## config.mk

```make
export PLATFORM = sky130hd
export DESIGN_NAME = timer_cmd_ctrl
export DESIGN_NICKNAME = d
export VERILOG_FILES = /design/src/rtl/timer_cmd_ctrl.sv
export SDC_FILE = /design/constraint.sdc
export NUM_CORES = 1
export LEC_CHECK = 0
export ABC_AREA = 1
export CAP_MARGIN = 20
export CELL_PAD_IN_SITES_DETAIL_PLACEMENT = 1
export CELL_PAD_IN_SITES_GLOBAL_PLACEMENT = 1
export CORE_ASPECT_RATIO = 0.6
export CORE_MARGIN = 8
export CORE_UTILIZATION = 39
export CTS_CLUSTER_SIZE = 24
export DETAILED_ROUTE_END_ITERATION = 16
export GPL_ROUTABILITY_DRIVEN = 0
export PLACE_DENSITY_LB_ADDON = 0.1
export SKIP_CTS_REPAIR_TIMING = 1
export SYNTH_ARGS = -nofsm -noshare
export SYNTH_HDL_FRONTEND = slang
export SYNTH_SLANG_ARGS = --single-unit
```

## constraint.sdc

```tcl
create_clock -name clk -period 4.87 [get_ports clk]
set_input_delay 0.7305 -clock clk [delete_from_list [all_inputs] [get_ports clk]]
set_output_delay 0.7305 -clock clk [all_outputs]
set_load 0.005 [all_outputs]
```

## src/rtl/timer_cmd_ctrl.sv

```systemverilog
// Command sequencer for the timer/counter core: byte-wide opcodes configure shadow
// reload/prescale registers and drive the load/enable/expiry flow of the counter.
module timer_cmd_ctrl #(
  parameter int WIDTH = 16,
  parameter int PRE_W = 8
) (
  input  logic             clk,
  input  logic             rst,
  input  logic             cmd_valid,
  output logic             cmd_ready,
  input  logic [2:0]       cmd_op,
  input  logic [7:0]       cmd_data,
  input  logic             cnt_zero,
  input  logic             irq_ack,
  output logic             cnt_load,
  output logic [WIDTH-1:0] cnt_load_val,
  output logic [PRE_W-1:0] cnt_prescale,
  output logic             cnt_en,
  output logic             irq,
  output logic             ovf,
  output logic             busy,
  output logic [2:0]       state
);

  typedef enum logic [2:0] {
    ST_IDLE  = 3'd0,
    ST_LOAD  = 3'd1,
    ST_RUN   = 3'd2,
    ST_PAUSE = 3'd3,
    ST_DONE  = 3'd4
  } state_e;

  typedef enum logic [2:0] {
    OP_NOP     = 3'd0,
    OP_SET_LO  = 3'd1,
    OP_SET_HI  = 3'd2,
    OP_SET_PRE = 3'd3,
    OP_START   = 3'd4,
    OP_STOP    = 3'd5,
    OP_PAUSE   = 3'd6,
    OP_RESUME  = 3'd7
  } op_e;

  state_e             state_q, state_d;
  logic [WIDTH-1:0]   reload_q, reload_d;
  logic [PRE_W-1:0]   prescale_q, prescale_d;
  logic               periodic_q, periodic_d;
  logic [WIDTH-1:0]   load_val_q, load_val_d;
  logic [PRE_W-1:0]   load_pre_q, load_pre_d;
  logic               irq_q, irq_d;
  logic               ovf_q, ovf_d;

  // Handshake: a command is consumed on any cycle with cmd_valid && cmd_ready.
  // cmd_ready is low only during the single LOAD cycle; every other state
  // accepts every opcode, and opcodes a state does not act on are dropped.
  logic  accept;
  op_e   op;
  logic  expire;
  logic  is_start, is_stop, is_pause, is_resume;

  assign cmd_ready = (state_q != ST_LOAD);
  assign accept    = cmd_valid && cmd_ready;
  assign op        = op_e'(cmd_op);
  assign is_start  = accept && (op == OP_START);
  assign is_stop   = accept && (op == OP_STOP);
  assign is_pause  = accept && (op == OP_PAUSE);
  assign is_resume = accept && (op == OP_RESUME);

  // Shadow configuration: only reaches the counter when LOAD is entered.
  always_comb begin
    reload_d   = reload_q;
    prescale_d = prescale_q;
    periodic_d = periodic_q;
    if (accept) begin
      case (op)
        OP_SET_LO:  reload_d[7:0]       = cmd_data;
        OP_SET_HI:  reload_d[WIDTH-1:8] = cmd_data[WIDTH-9:0];
        OP_SET_PRE: prescale_d          = cmd_data[PRE_W-1:0];
        OP_START:   periodic_d          = cmd_data[0];
        default:    ;
      endcase
    end
  end

  always_comb begin
    state_d = state_q;
    expire  = 1'b0;
    case (state_q)
      ST_IDLE: begin
        if (is_start) begin
          if (reload_q == '0) begin
            state_d = ST_DONE;
            expire  = 1'b1;
          end else begin
            state_d = ST_LOAD;
          end
        end
      end
      ST_LOAD: state_d = ST_RUN;
      ST_RUN: begin
        expire = cnt_zero;
        // Explicit control commands take priority over the expiry transition.
        if (is_stop)       state_d = ST_IDLE;
        else if (is_pause) state_d = ST_PAUSE;
        else if (is_start) state_d = ST_LOAD;
        else if (cnt_zero) state_d = periodic_q ? ST_LOAD : ST_DONE;
      end
      ST_PAUSE: begin
        if (is_resume)     state_d = ST_RUN;
        else if (is_stop)  state_d = ST_IDLE;
        else if (is_start) state_d = ST_LOAD;
      end
      ST_DONE: begin
        if (is_start)      state_d = ST_LOAD;
        else if (is_stop)  state_d = ST_IDLE;
      end
      default: state_d = ST_IDLE;
    endcase
  end

  // Counter-facing values are captured on LOAD entry so they are stable while cnt_load is high.
  always_comb begin
    load_val_d = load_val_q;
    load_pre_d = load_pre_q;
    if ((state_d == ST_LOAD) && (state_q != ST_LOAD)) begin
      load_val_d = reload_d;
      load_pre_d = prescale_d;
    end
  end

  // A new expiry beats a same-cycle acknowledge; the earlier event counts as acknowledged.
  always_comb begin
    irq_d = irq_q;
    ovf_d = ovf_q;
    if (expire) begin
      irq_d = 1'b1;
      ovf_d = irq_ack ? 1'b0 : (ovf_q | irq_q);
    end else if (irq_ack) begin
      irq_d = 1'b0;
      ovf_d = 1'b0;
    end
  end

  always_ff @(posedge clk) begin
    if (rst) begin
      state_q    <= ST_IDLE;
      reload_q   <= '0;
      prescale_q <= '0;
      periodic_q <= 1'b0;
      load_val_q <= '0;
      load_pre_q <= '0;
      irq_q      <= 1'b0;
      ovf_q      <= 1'b0;
    end else begin
      state_q    <= state_d;
      reload_q   <= reload_d;
      prescale_q <= prescale_d;
      periodic_q <= periodic_d;
      load_val_q <= load_val_d;
      load_pre_q <= load_pre_d;
      irq_q      <= irq_d;
      ovf_q      <= ovf_d;
    end
  end

  assign cnt_load     = (state_q == ST_LOAD);
  assign cnt_en       = (state_q == ST_RUN);
  assign busy         = (state_q == ST_LOAD) || (state_q == ST_RUN) || (state_q == ST_PAUSE);
  assign cnt_load_val = load_val_q;
  assign cnt_prescale = load_pre_q;
  assign irq          = irq_q;
  assign ovf          = ovf_q;
  assign state        = state_q;

endmodule
```

* Yosys cells after proc, flatten, opt, wreduce, memory -nomap -nowiden
Index checks and enable logic that the tools add are counted.
** Word-level totals
- Register bits :: 54
- Output and inout bits :: 33
- Logic and storage cells :: 59
** Operators by class
- Equal/unequal tests :: 13
- Multiplexer cells :: 25
- Bitwise logic cells :: 1
- Reductions and logical operators :: 12
** Operator list (count)
- $mux W3 :: 12
- $mux W8 :: 4
- $logic_not A16 Y1 :: 1
- $mux W16 :: 1
- $eq A3 B3 Y1 const B :: 5
- $pmux W3 S5 :: 1
- $eq A3 B2 Y1 const B :: 4
- $eq A3 B1 Y1 const B :: 3
- $logic_and A1 B1 Y1 :: 6
- $mux W1 :: 6
- $logic_not A3 Y1 :: 1
- $ne A3 B1 Y1 const B :: 1
- $logic_or A1 B1 Y1 :: 2
- $pmux W1 S2 :: 1
- $reduce_and A2 Y1 :: 1
- $reduce_bool A2 Y1 :: 1
- $or A1 B1 Y1 :: 1

* Depth between registers and ports, before layout
Gate-level depths: netlist (run 1).
- Depth after elaboration :: 9
- Depth in mapped cells :: 13

* Worst setup path before layout (run 1)
No wires, ideal clock.
- Kind :: input-to-reg
- From :: input port cmd_op[1]
- To :: register load_val_q[0], in the netlist cnt_load_val[0]
- Arrival time :: 1898 ps
- Required time :: 4755 ps
- Path slack :: 2857 ps
- Stages :: 12
- Buffers on the path :: 2
- Cells stage by stage :: inv_1 -> nand3_2 -> nor2_4 -> nand3_1 -> nand2_1 -> nand2_1 -> nand2_1 -> nand2_1 -> buf_4 -> buf_4 -> a21oi_1 -> nor2_1
** Between the ends
- Longest elaborated chain between the ends :: 8
- Elaborated cells between the ends (all ways) :: 23
** Ends and longest elaborated chain
- from (decl) :: line 11 : input logic [2:0] cmd_op,
- $eq A3 B3 Y1 :: line 64 : assign is_start = accept && (op == OP_START);
- $logic_and A1 B1 Y1 :: line 64
- $mux W3, on equally long branches :: line 111, 105
- $mux W3, on equally long branches :: line 110, 104
- $mux W3, on equally long branches :: line 109, 103
- $pmux W3 S5 :: line 88 : case (state_q)
- $eq A3 B1 Y1 :: line 125 : if ((state_d == ST_LOAD) && (state_q != ST_LOAD)) begin
- $logic_and A1 B1 Y1 :: line 125
- to (signal assigned) :: line 159 : load_val_q <= load_val_d;
- to (decl) :: line 48 : logic [WIDTH-1:0] load_val_q, load_val_d;
Several ways; a longest one is shown, not always the timed one.
A chain may end at the register's enable or synchronous reset.

* Final worst setup path (run 1)
- From :: input port cmd_op[0]
- To :: register load_val_q[5], in the netlist cnt_load_val[5]
Same word-level chain as after synthesis.

==> impl_metrics.json, run 1 <==
{
  "status": "completed",
  "vias_per_cell": 4.94,
  "routed_wl_um": 6990,
  "root_buffer": "clkbuf_8",
  "initial_utilization_pct": 39.9,
  "postPlaceCellArea_sq_mm": 0.00293,
  "p_clk_share_pct": 26.6,
  "criticalPathCategory": "in2reg",
  "synth_adder_area_share_pct": 0,
  "p_comb_share_pct": 20.0,
  "synth.avg_cell_area_sq_um": 7.10,
  "synth_xor_area_share_pct": 0,
  "crit_chain": "clkdlybuf4s50_1, inv_1, nand3_2, nor2_4, inv_2, nand2_1, nand2_1, a21oi_4, buf_4, nand3_1, nand2_1, nor2_1",
  "ys.flop_type": "dfxtp_1",
  "vias": 2299,
  "h-tree-depth": 2,
  "antennaDiodeCount": 0,
  "power_density_mw_per_mm2": 298,
  "slew_violations": 0,
  "power_switching_mw": 0.253,
  "cp_data_arrival_time_ns": 3.33,
  "postLayoutCoreUtil_pct": 50.0,
  "synth-edff-count": 0,
  "async_reset_ff_share_pct": 0,
  "synthToLayoutAreaGrowth_pct": 25.3,
  "max_stage_delay_ns": 0.65,
  "clk_pin_slew_worst_paths_ns": 0.09,
  "postLayoutCellArea_sq_mm": 0.00303,
  "yosys_warnings": 0,
  "p_int_mw": 0.648,
  "ir_drop_mv": 0.142,
  "syn_nets": 356,
  "netlist_area_sq_mm": 0.00241,
  "overflow": 0,
  "tritoncts": "yes",
  "grt_antenna_before_repair": 0,
  "hold_viol_final": 0,
  "synthDistinctLibCells": 25,
  "hpwlAfterDp_um": 5110,
  "synth_mux_area_share_pct": 0,
  "die_h_um": 77.0,
  "wl_met2_um": 2960,
  "hold_class": "reg2reg",
  "dr.max_layer_used": "met4",
  "num_rows": 22,
  "pwr-share-seq_pct": 53.4,
  "max_freq_mhz": 320,
  "fin_tns_setup_ns": 0,
  "die-area_sq_mm": 0.00905,
  "io_buffers": 48,
  "grt_max_degree": 49,
  "worst-path-buf-inv": 4,
  "critical_path.endpoint_type": "flip-flop",
  "wl_per_cell_um": 15.0,
  "skew_ns": 0.00875,
  "synth-compound-area-share_pct": 13.3,
  "cap_viol_max_count": 0,
  "drive_above_1_share_pct": 5.51,
  "rsz0062_at_grt": "false",
  "period_share_pct": 64.2,
  "finalNonFillerCells": 465,
  "cts.sink_count": 54,
  "grtUsageTotal_pct": 15.5,
  "drt_drc_violations_left": 0,
  "crit_required_ns": 5.08,
  "p_sw_share_pct": 28.1,
  "wl_met1_um": 3610,
  "slew_headroom_pct": 40.2,
  "crit_path_frequent_cell": "nand2_1",
  "grt_pass1_wl_um": 11700,
  "drt_first_pass_iters": 4,
  "worst_pin_slew_ns": 0.896,
  "cp_slowest_cell": "a21oi_4",
  "wl_met3_um": 335,
  "synth-seq-cells": 54,
  "grt_pass1_vias": 2324,
  "fin_crit_ns": 3.13,
  "p_leak_nw": 1.23,
  "fin_nets": 397,
  "cts_buffers": 5,
  "synth_cells": 340,
  "clk_path_buf_depth": 2,
  "io_pins": 49,
  "seq_area_frac_synth_pct": 44.8,
  "setup_viol": 0,
  "drtIter0Drc": 118,
  "synth_top_family_by_area": "simple AND/OR/NAND/NOR gates",
  "critPathMaxFanout": 31,
  "critical-path-top-delay-family": "buffers and inverters",
  "core_sq_mm": 0.00606,
  "synth-simple-area-share_pct": 33.2,
  "dp_cells": 457,
  "die_w_um": 118,
  "antenna_left": 0,
  "worstSetupStartpointType": "input pin",
  "clk_latency_ns": 0.30
}
-- worst min-delay path, delay by kind of cell, from the launching register on --
kind	cells	cell delay (ns)
AO/OA/AOI/OAI	1	0.04
AND/OR/NAND/NOR	1	0.08
flip-flops	1	0.34
-- area by class of cell --
cell class / count / area, sq um
clock buffers: 6 / 72.6
clock inverters: 1 / 7.51
fillers: 791 / 3030
inverters: 30 / 113
multi-input cells: 238 / 1130
flip-flops and latches: 54 / 1080
well taps: 84 / 105
repair buffers: 52 / 517
-- cells in the mapped netlist (3+ instances only) --
library cell	count	area (sq um)
nand4_1	3	18.8
o21a_1	9	67.6
inv_1	28	105
nor2_1	65	244
buf_4	4	30.0
buf_2	7	35.0
a21oi_1	29	145
o21ai_0	16	80.1
nand3_1	30	150
o21ai_1	4	20.0
nand2_1	71	267
clkbuf_1	6	22.5
dfxtp_1	54	1080
-- metrics by stage --
stage               worst slack [ns]  hold slack, ns  total power [mW]
finish                          1.74           0.488             0.901
global route                    1.51           0.522             0.949
CTS                             1.74           0.496             0.911
detailed placement              1.43           0.471             0.673
global placement                1.54           0.465             0.667
floorplan                       2.86           0.475             0.592
-- cell families after synthesis --
logic type      Yosys count
compound gates           59
buf+inv                  48
simple gates            179
flops                    54
-- final timing paths --
path                            cells after the start            start  slack [ns]               to
worst max-delay path                               12        cmd_op[0]        1.74  cnt_load_val[5]
worst min-delay path                                2  cnt_load_val[7]        0.49  cnt_load_val[7]
worst max register to register                     10         state[2]        2.26  cnt_load_val[5]
worst min register to register                      2  cnt_load_val[7]        0.49  cnt_load_val[7]
-- power groups by stage --
stage                     sequential [mW]  clock [mW]  combinational, mW
after floorplan                     0.491           0              0.101
after global placement              0.490           0              0.176
after detailed placement            0.491           0              0.182
after CTS                           0.481       0.247              0.183
after global routing                0.484       0.262              0.203
final                               0.481       0.240              0.180
-- layer usage --
metal  global-route usage (%)  up-vias
li1                         -     1167
met1                     21.0     1080
met2                     24.0       44
met3                     4.39        8
met4                     3.18        0
met5                        0        -
-- cell usage in the layout, fill, tap and decap left out, types with 2 or more instances in the layout --
cell and count:
inv_2 2, nand3_1 30, nor2_1 65, o21a_1 9
inv_1 28, buf_4 3, nand4_1 3, nand2_1 71
clkdlybuf4s50_1 48, o21ai_1 4, o21ai_0 16, clkbuf_8 6
nor4_4 2, a21oi_1 29, dfxtp_1 54
-- flip-flops by register name (all words and copies together) (netlist names) --
name,flops
prescale_q,8
cnt_prescale,8
cnt_load_val,16
ovf,1
reload_q,16
irq,1
periodic_q,1
state,3
No activity file was read; power rests on OpenSTA's default activity.
==> run 2: changes to the inputs <==
CORE_UTILIZATION = 33   (was 39)
clock period = 2.75 ns   (was 4.87 ns; I/O delays follow)
==> run 2 against run 1 <==
Against the previous run:
- register-to-register slack worse by 1.5 ns
- critical path depth unchanged
- first-iteration DRC count increased by 5.9%
- sequential cell count stayed put
- final cell count increased by 2.6%
- clock power rose to 2.6 times the previous value
- design area up 4.1%
- global-route usage fell by 1.5 points
- critical endpoint is now cnt_prescale[2]
- hold slack lost 0.0028 ns
- core utilization shrank 6.1 points
- sequential power grew 77%
- worst setup slack worse by 1.1 ns
==> impl_metrics.json, run 2 (synthesized netlist as in run 1, its figures left out) <==
{
  "status": "completed",
  "period_share_pct": 77.1,
  "clk_pin_slew_worst_paths_ns": 0.07,
  "slew_headroom_pct": 76.0,
  "final_cell_mix": "71 x nand2_1, 65 x nor2_1, 54 x dfxtp_1, 48 x clkdlybuf4s50_1, 30 x nand3_1",
  "drive_above_1_share_pct": 6.74,
  "rsz0062_at_grt": "false",
  "grt_pass1_vias": 2331,
  "drt_first_pass_iters": 4,
  "p_leak_nw": 1.29,
  "num_rows": 24,
  "clk_latency_ns": 0.29,
  "tritoncts": "yes",
  "die_w_um": 126,
  "postPlaceCellArea_sq_mm": 0.00300,
  "vias": 2300,
  "finalNonFillerCells": 477,
  "critical_path.endpoint_type": "flip-flop",
  "fin_crit_ns": 2.12,
  "max_stage_delay_ns": 0.53,
  "wl_per_cell_um": 14.4,
  "fin_nets": 401,
  "antenna_left": 0,
  "overflow": 0,
  "cp_data_arrival_time_ns": 2.31,
  "hold_class": "reg2reg",
  "grt_pass1_wl_um": 11600,
  "hold_viol_final": 0,
  "root_buffer": "clkbuf_16",
  "drt_drc_violations_left": 0,
  "ir_drop_mv": 0.212,
  "postLayoutCoreUtil_pct": 43.9,
  "grt_max_degree": 50,
  "antennaDiodeCount": 0,
  "layout_commonest_cell": "nand2_1",
  "cap_viol_max_count": 0,
  "fin_tns_setup_ns": 0,
  "holdWs_ns": 0.485,
  "critPathMaxFanout": 49,
  "worstSetupStartpointType": "input pin",
  "clk_path_buf_depth": 2,
  "setup_viol": 0,
  "crit_required_ns": 2.94,
  "power_density_mw_per_mm2": 576,
  "criticalPathCategory": "in2reg",
  "synthToLayoutAreaGrowth_pct": 30.5,
  "routed_wl_um": 6880,
  "h-tree-depth": 2,
  "crit_path_frequent_cell": "nand2_1",
  "hpwlAfterDp_um": 5040,
  "max_freq_mhz": 472,
  "cp_slowest_cell": "clkdlybuf4s50_1",
  "core_sq_mm": 0.00718,
  "grt_antenna_before_repair": 0,
  "vias_per_cell": 4.82,
  "worst_pin_slew_ns": 0.356,
  "cts.sink_count": 54,
  "initial_utilization_pct": 33.6,
  "skew_ns": 0.00448,
  "io_pins": 49,
  "cts_buffers": 5,
  "postLayoutCellArea_sq_mm": 0.00315,
  "io_buffers": 48,
  "die-area_sq_mm": 0.0104,
  "die_h_um": 82.3,
  "crit_chain": "clkdlybuf4s50_1, inv_1, nand3_2, nor2_4, inv_2, nand2_1, nand2_1, a21oi_4, buf_12, nand3_1, nand2_1, nor2_1",
  "drtIter0Drc": 125,
  "grtUsageTotal_pct": 14.0,
  "slew_violations": 0,
  "dp_cells": 469
}
-- run 2: cell count changes in the layout (fill, tap and decap cells not counted), sizes merged --
cell,change
clkinvlp,-1
buf,+5
clkinv,+1
-- run 2: layer usage --
layer / global-route usage (%) / routed length (um)
met1: 19.2 / 3650
met2: 21.0 / 2800
met3: 4.04 / 358
met4: 4.41 / 70
met5: 0 / 0
-- run 2: final timing paths --
kind                    from              end  slack, ns  cells after the start
min          cnt_load_val[7]  cnt_load_val[7]       0.48                      2
max reg2reg         state[2]  cnt_prescale[2]       0.74                     10
max                cmd_op[0]  cnt_prescale[2]       0.63                     12
min reg2reg  cnt_load_val[7]  cnt_load_val[7]       0.48                      2
-- run 2: critical path: cells and delay by family --
kind            cells  cell delay (ns)
compound gates      1             0.15
buf+inv             4             1.03
simple gates        7             0.68
-- run 2: where the power goes --
group	switching (mW)	internal (mW)	total [mW]
Clock	0.274	0.362	0.635
Sequential	0.0238	0.828	0.852
Combinational	0.174	0.153	0.327
-- run 2: cell type report --
class / count / area [sq um]
clock buffer: 7 / 143
clock inverter: 1 / 5.00
fill: 895 / 4030
inverter: 30 / 113
multi-input combinational: 238 / 1130
sequential: 54 / 1080
tap: 91 / 114
timing repair buffer: 56 / 566
-- run 2: through the flow --
stage | setup WS, ns | power (mW)
after detailed placement | 0.330 | 1.20
after floorplan | 1.03 | 1.05
after global routing | 0.453 | 1.92
after global placement | 0.386 | 1.20
after CTS | 0.639 | 1.85
final | 0.631 | 1.81
==> run 3: changes to the inputs <==
clock period = 1.9 ns   (was 2.75 ns; I/O delays follow)
==> run 3 against run 2 <==
Against the previous run:
- routed wire length grew 19%
- worst setup slack lost 0.56 ns
- clock-buffer cell count shrank 2
- total power increased by 58%
- via count is 7.2% higher
- largest cell class unchanged
==> impl_metrics.json, run 3 (synthesized netlist as in run 1, its figures left out) <==
{
  "critPathMaxFanout": 8,
  "crit_chain": "clkdlybuf4s50_1, nand2_4, nor2_4, inv_2, nand2_1, nand2_2, a21oi_4, buf_12, clkbuf_16, nand3_1, nand2_1, nor2_1",
  "cp_data_arrival_time_ns": 2.02,
  "vias_per_cell": 4.82,
  "num_rows": 24,
  "die_h_um": 82.3,
  "cap_viol_max_count": 0,
  "postLayoutCoreUtil_pct": 49.6,
  "io_buffers": 48,
  "layout_commonest_cell": "nand2_1",
  "critical-path-top-delay-family": "buffers and inverters",
  "crit_path_frequent_cell": "nand2_1",
  "max_freq_mhz": 546,
  "drt_drc_violations_left": 0,
  "grt_pass1_vias": 2526,
  "pre_cts_ws_ns": -0.215,
  "overflow": 0,
  "setup_viol": 0,
  "status": "completed",
  "hpwlAfterDp_um": 5740,
  "final_cell_mix": "68 x nand2_1, 65 x nor2_1, 51 x dfxtp_1, 47 x clkdlybuf4s50_1, 32 x buf_4",
  "h-tree-depth": 2,
  "critical_path.endpoint_type": "flip-flop",
  "drtIter0Drc": 81,
  "period_share_pct": 96.4,
  "worstSetupStartpointType": "input pin",
  "clk_latency_ns": 0.29,
  "cts.sink_count": 54,
  "hold_class": "in2reg",
  "power_density_mw_per_mm2": 806,
  "root_buffer": "clkbuf_16",
  "fin_nets": 436,
  "antenna_left": 0,
  "synthToLayoutAreaGrowth_pct": 47.5,
  "ir_drop_mv": 0.385,
  "clk_path_buf_depth": 2,
  "die-area_sq_mm": 0.0104,
  "fillCellCount": 893,
  "worst_slack_ns": 0.0692,
  "max_stage_delay_ns": 0.54,
  "cp_slowest_cell": "clkdlybuf4s50_1",
  "p_leak_nw": 1.51,
  "die_w_um": 126,
  "holdWs_ns": 0.470,
  "skew_ns": 0.00436,
  "initial_utilization_pct": 33.6,
  "worst_pin_slew_ns": 0.415,
  "grt_antenna_before_repair": 0,
  "grt_max_degree": 34,
  "crit_required_ns": 2.09,
  "slew_headroom_pct": 72.1,
  "grt_pass1_wl_um": 12600,
  "hold_viol_final": 0,
  "slew_violations": 0,
  "antennaDiodeCount": 0,
  "criticalPathCategory": "in2reg",
  "worst-path-buf-inv": 4,
  "wl_per_cell_um": 16.0,
  "fin_crit_ns": 1.83,
  "drt_first_pass_iters": 4,
  "core_sq_mm": 0.00718,
  "tritoncts": "yes",
  "drive_above_1_share_pct": 17.1,
  "vias": 2466,
  "routed_wl_um": 8200,
  "grtUsageTotal_pct": 15.3,
  "cts_buffers": 5,
  "io_pins": 49,
  "clk_pin_slew_worst_paths_ns": 0.07
}
## run 3: where the power goes
group | leakage [nW] | total, mW | switching (mW) | internal, mW
combinational | 0.989 | 0.586 | 0.289 | 0.297
clock | 0.0760 | 1.05 | 0.430 | 0.622
sequential | 0.441 | 1.23 | 0.0341 | 1.20
total | 1.51 | 2.87 | 0.753 | 2.12
## run 3: tightest hold or removal path, delay by kind of cell
family | cells | cell delay, ns
simple gates | 2 | 0.16
buf+inv | 1 | 0.16
compound gates | 1 | 0.12
## run 3: per-layer routing
metal  track usage [%]  vias up  wire length, um
li1                  -     1244                -
met1              19.8     1172             4120
met2              24.9       44             3570
met3              4.55        6              448
met4              3.93        0               57
met5                 0        -                0
## run 3: area by class of cell
type / count / area (sq um) / share of cell area, %
well taps: 91 / 114 / 3.20
inverters: 30 / 113 / 3.16
clock buffers: 5 / 125 / 3.51
clock inverters: 3 / 45.0 / 1.26
multi-input cells: 238 / 1150 / 32.2
flip-flops and latches: 54 / 1080 / 30.5
repair buffers: 91 / 932 / 26.2
## run 3: path summary, 6_finish.rpt
check                   from               to  slack [ns]  cells past startpoint
min                cmd_op[2]       periodic_q        0.47                      4
max                cmd_valid  cnt_load_val[5]        0.07                     12
min reg2reg  cnt_load_val[3]  cnt_load_val[3]        0.48                      2
max reg2reg         state[2]  cnt_load_val[5]        0.08                     13
## run 3: per-stage QoR
step	total power [mW]	instance area, sq um	setup TNS, ns	instances
floorplan	1.52	2410	0	340
global placement	1.78	3220	-3.71	495
detailed placement	1.79	3220	-5.36	495
CTS	2.84	3390	-0.0148	503
global route	3.00	3560	-0.0964	512
finish	2.87	3560	0	512
